`src/rtl/coef_mac_sequencer.sv`:
```
// coef_mac_sequencer: applies one coefficient-table row to A/B through a shared multiplier, one column per cycle
module coef_mac_sequencer #(
   parameter int W    = 8,
   parameter int N    = 4,
   parameter int TEMP = 21,
   parameter int BMUL = 3
) (
   input  logic                 CLK,
   input  logic                 RST,
   input  logic                 IN_VALID,
   output logic                 IN_READY,
   input  logic [W-1:0]         A,
   input  logic [W-1:0]         B,
   input  logic [$clog2(N)-1:0] ROW,
   output logic                 OUT_VALID,
   input  logic                 OUT_READY,
   output logic [W-1:0]         XOUT,
   input  logic                 CFG_WE,
   input  logic [$clog2(N)-1:0] CFG_ROW,
   input  logic [$clog2(N)-1:0] CFG_COL,
   input  logic [W-1:0]         CFG_DATA,
   output logic                 BUSY
);
   localparam int LN = $clog2(N);
   typedef enum logic [1:0] {IDLE, MAC, OUT} state_t;
   state_t state, state_nx;
   logic [W-1:0] coef [N*N];
   logic [W-1:0] acc, xout_q, term, acc_nx;
   logic [LN-1:0] row_q, col_q;
   logic last;
   assign term   = W'(TEMP) * coef[{row_q, col_q}];
   assign acc_nx = acc - term;
   assign last   = col_q == LN'(N - 1);
   always_comb begin
      state_nx = state;
      case (state)
         IDLE:    state_nx = IN_VALID ? MAC : IDLE;
         MAC:     state_nx = last ? OUT : MAC;
         OUT:     state_nx = OUT_READY ? IDLE : OUT;
         default: state_nx = IDLE;
      endcase
   end
   always_ff @(posedge CLK or posedge RST) begin
      if (RST) begin
         state  <= IDLE;
         acc    <= '0;
         row_q  <= '0;
         col_q  <= '0;
         xout_q <= '0;
      end else begin
         state <= state_nx;
         if (state == IDLE && IN_VALID) begin
            acc   <= A - W'(BMUL) * B;
            row_q <= ROW;
            col_q <= '0;
         end else if (state == MAC) begin
            acc   <= acc_nx;
            col_q <= last ? col_q : col_q + 1'b1;
            if (last) xout_q <= acc_nx;
         end
      end
   end
   // reads above see the pre-write entry because both update on the same edge
   always_ff @(posedge CLK or posedge RST) begin
      if (RST) begin
         for (int i = 0; i < N * N; i++) coef[i] <= W'(i);
      end else if (CFG_WE) begin
         coef[{CFG_ROW, CFG_COL}] <= CFG_DATA;
      end
   end
   assign IN_READY  = state == IDLE && !RST;
   assign OUT_VALID = state == OUT;
   assign BUSY      = state != IDLE;
   assign XOUT      = xout_q;
endmodule

```
`config.mk`:
```
export PLATFORM = sky130hd
export DESIGN_NAME = coef_mac_sequencer
export DESIGN_NICKNAME = d
export VERILOG_FILES = /design/src/rtl/coef_mac_sequencer.sv
export SDC_FILE = /design/constraint.sdc
export NUM_CORES = 1
export LEC_CHECK = 0
export BUFFER_PORTS_ARGS = -buffer_cell sky130_fd_sc_hd__buf_2
export CELL_PAD_IN_SITES_DETAIL_PLACEMENT = 0
export CELL_PAD_IN_SITES_GLOBAL_PLACEMENT = 1
export CORE_MARGIN = 1.5
export CORE_UTILIZATION = 43
export CTS_CLUSTER_SIZE = 28
export DETAILED_ROUTE_END_ITERATION = 6
export PLACE_DENSITY = 0.66
export SLEW_MARGIN = 5
export SYNTH_ARGS = -nofsm -noshare
export SYNTH_HDL_FRONTEND = slang
export SYNTH_SLANG_ARGS = --single-unit
export TNS_END_PERCENT = 50
```
`constraint.sdc`:
```
create_clock -name CLK -period 6.3 [get_ports CLK]
set_input_delay 0.315 -clock CLK [delete_from_list [all_inputs] [get_ports CLK]]
set_output_delay 0.315 -clock CLK [all_outputs]
set_load 0.05 [all_outputs]
```
==> summary.md <==
| Metric | Value |
|---|---|
| Status | complete, no violations |
| PortBufs | between 40 and 50 |
| Crit path depth | 15 |
| Reg2reg setup slack | 1.47 ns |
| Initial antenna violation count | 0 |
| Filler Cell Count | 1593 |
| Initial Utilization | 0.441 |
| FF+latch area | 3790 sq um |
| Inst Count DP | 833 |
| Clock latency on the worst-skew pair | roughly 0.42 ns |
| Final Hold Fails | 0 |
| Synth area leaders | dfrtp_1 (37%), mux2_2 (18%), dfstp_2 (11%) |
| CP most frequent cell | ha_1 |
| Minimum clock period | 4.83 ns |
| Core ar. | 18000 sq um |
| Critical path origin | col_q[1]$_DFFE_PP0P_ |
| Multi-input gate area in the final layout | 3910 sq um |
| Area growth syn-to-layout | 13.0% |
| Xor and xnor area share after synthesis | 0.0308 |
| Biggest cell delay along the critical path | about 1.1 ns |
| CP Capture Type | register |
| Reg2reg end | acc[7]$_DFFE_PP0P_ |
| Req. time, crit path | between 6 and 7 ns |
| RSZ-0062 raised after global routing | no |
| Post-synth EDFFs | 0 |
| Mapped cell area | 7960 sq um |
| Gate Count Post-Synth | 584 |
| Synthesized flop and latch total | 150 |
| Syn_nets | between 600 and 700 |
| Post-DP HPWL | 11.9 mm |
| Cts repair resizes | 0 |
| Critical Path AT | about 5.1 ns |
| Layout Nets | 701 |
| Max FO, Critical Path | 21 |
| I/O pins | 46 |
| Hold_buf cts | 0 |
| Asr flop ratio synth | 1.00 |
| Post-synthesis mux area share | 0.292 |
| Hold_ws | 0.0142 ns |
| GRT Overall Usage | 0.194 |
| Clock tree from TritonCTS | yes |
| Worst slew margin | 0.226 |
| Fmax | 207 MHz |
| Leading area contributor after synthesis | dfrtp_1 |
| Share of layout cells above drive strength 1 | 0.446 |
| Synth Area in Simple Gates | 0.0428 |
| Adder-cell share of the synthesized area | 0.0780 |
| Compound-cell area share of the yosys netlist | 0.0473 |
| Max cap viols | 0 |
| Drt wl/cell | 20.1 um |
| Post-route ant nets | 0 |
| Die X | 139 um |
| Drt first-iter violations | 199 |
| Top delay family on crit path | adder cells |
| Tightest Pin Transition | 1.16 ns |
| GRT overflow | 0 |
| CP Launch Type | register |
| Largest family of logic cells by synthesized area | multiplexers |
| Synth Flop Type | dfrtp_1 |
| Count of final setup violators | 0 |
| Setup bufs post-CTS | 0 |
| Worst Setup EP | acc[7]$_DFFE_PP0P_ |
| Vias per cell | 5.42 |
| Setup TNS | 0 ns |
| HP Class | in2async |
| Clock-pin slew on the worst setup and hold paths | 0.06 ns |
| FF-to-FF path depth | 15 |
| Placer congestion estimate | 0.795 |
| Clock Skew | roughly 0.011 ns |
| Seq/Total Area, Yosys | 0.477 |
| Slowest CP cell | dfrtp_1 |
| Synth top area share | 0.371 |
| Post-route insts no fill | 864 |
| RR Startpoint | col_q[1]$_DFFE_PP0P_ |
| Site Rows | 49 |
| Largest buffer count on any clock path | 2 |
| Setup CP Type | reg2reg |
| Die area | 19300 sq um |
| Synth Area per Inst | 13.6 sq um |
| Final Cycle Share | 0.767 |
| Via count | 4685 |
| CTS Buf Count | 17 |
| DRC Markers | 0 |
| Vias in the first global route | 5024 |
| Root Buffer | clkbuf_16 |
| Clock Sinks | 150 |
| Ant. Diodes | 0 |
| CP Cell Sequence | mux4_2 > mux2i_1 > mux2i_1 > ha_1 > ha_1 > fa_1 > inv_1 > ha_1 > inv_1 > o21bai_1 > a21o_1 > a21oi_1 > o31ai_2 > xnor2_1 > o211ai_2 |
| Total routed wirelength | 17.4 mm |
| First-pass GRT wire length | 28.6 mm |
| Largest net degree at the start of global routing | 85 |
| Count of final max-slew check failures | 0 |
| Die Ht | around 140 um |
| Drt pass-1 iters | 6 |
| Cell with the most instances after synthesis | mux2_2 |
| Count of cell types in the netlist | 44 |
| WP buf/inv | 2 |
| Synth top cells by count | mux2_2 (130), dfrtp_1 (118), mux4_2 (36) |
| Yosys warns | 0 |
| H-tree level count | 4 |
registers in the layout (all words and copies together), names as in the netlist:
| name | flops |
|---|---|
| XOUT | 8 |
| acc | 8 |
| coef | 128 |
| col_q | 2 |
| row_q | 2 |
| state | 2 |
worst min-delay path by stage:
stage                                    from                    to  depth (start not counted)
after global routing                OUT_READY    state[1]$_DFF_PP0_                          2
after detailed placement  XOUT[0]$_DFFE_PP0P_   XOUT[0]$_DFFE_PP0P_                          2
final                                     RST    state[0]$_DFF_PP0_                          2
after floorplan                        ROW[0]  row_q[0]$_DFFE_PP0P_                          2
after global placement    XOUT[2]$_DFFE_PP0P_   XOUT[2]$_DFFE_PP0P_                          2
after CTS                                 RST    acc[6]$_DFFE_PP0P_                          2
logic make-up after synthesis:
family                   Yosys count
XOR/XNOR                          28
AND/OR/NAND/NOR                   74
buffers and inverters             63
multiplexers                     171
AO/OA/AOI/OAI                     55
flip-flops                       150
adder cells (fa/ha/maj)           43
area by class of cell:
class                   instances  share of cell area
clock buffers                  19              0.0504
clock inverters                12              0.0184
inverters                      35              0.0152
multi-input cells             371               0.435
flip-flops and latches        150               0.422
well taps                     229              0.0319
repair buffers                 48              0.0275
cells in the final DEF (no fill, tap or decap), types with 3 or more instances in the layout:
| cell type | instances |
|---|---|
| xor2_1 | 9 |
| dfrtp_1 | 117 |
| inv_6 | 4 |
| mux4_2 | 36 |
| inv_1 | 34 |
| buf_4 | 3 |
| mux2_2 | 130 |
| o21a_1 | 3 |
| nand2b_1 | 8 |
| a22oi_1 | 5 |
| mux2i_1 | 4 |
| dfstp_2 | 32 |
| fa_1 | 11 |
| buf_2 | 45 |
| a21o_1 | 4 |
| bufinv_16 | 3 |
| nand3_1 | 4 |
| o21ai_1 | 4 |
| xnor2_1 | 19 |
| ha_1 | 32 |
| clkbuf_16 | 17 |
| o21bai_1 | 4 |
| nor2b_1 | 5 |
| a21oi_1 | 11 |
| nand2_1 | 26 |
| nor2_1 | 22 |
| o21ai_0 | 12 |
stage by stage:
step / setup WS [ns] / cell area, sq um / utilization
finish: 1.47 / 8990 / 0.499
global route: 1.08 / 8990 / 0.499
CTS: 1.44 / 8990 / 0.499
detailed placement: 1.47 / 8370 / 0.465
global placement: 1.54 / 8370 / 0.465
floorplan: 1.65 / 7960 / -
worst register-to-register path, stage by stage (launching register included):
cell and delay, ns:
dfrtp_1 1.06, mux4_2 0.60, mux2i_1 0.23, mux2i_1 0.21, ha_1 0.38, ha_1 0.33, fa_1 0.54, inv_1 0.04
ha_1 0.30, inv_1 0.11, o21bai_1 0.10, a21o_1 0.19, a21oi_1 0.17, o31ai_2 0.10, xnor2_1 0.25, o211ai_2 0.10
routing by layer:
metal,vias up,share of wire,GRT usage
met1,2435,0.46,0.264
met5,-,0,0
met3,8,0.036,0.0449
met2,71,0.50,0.322
met4,0,0.0052,0.0345
li1,2171,-,-
Power is not shown: default switching activity piles up to over one toggle a cycle in this logic, so the estimate is an artifact.
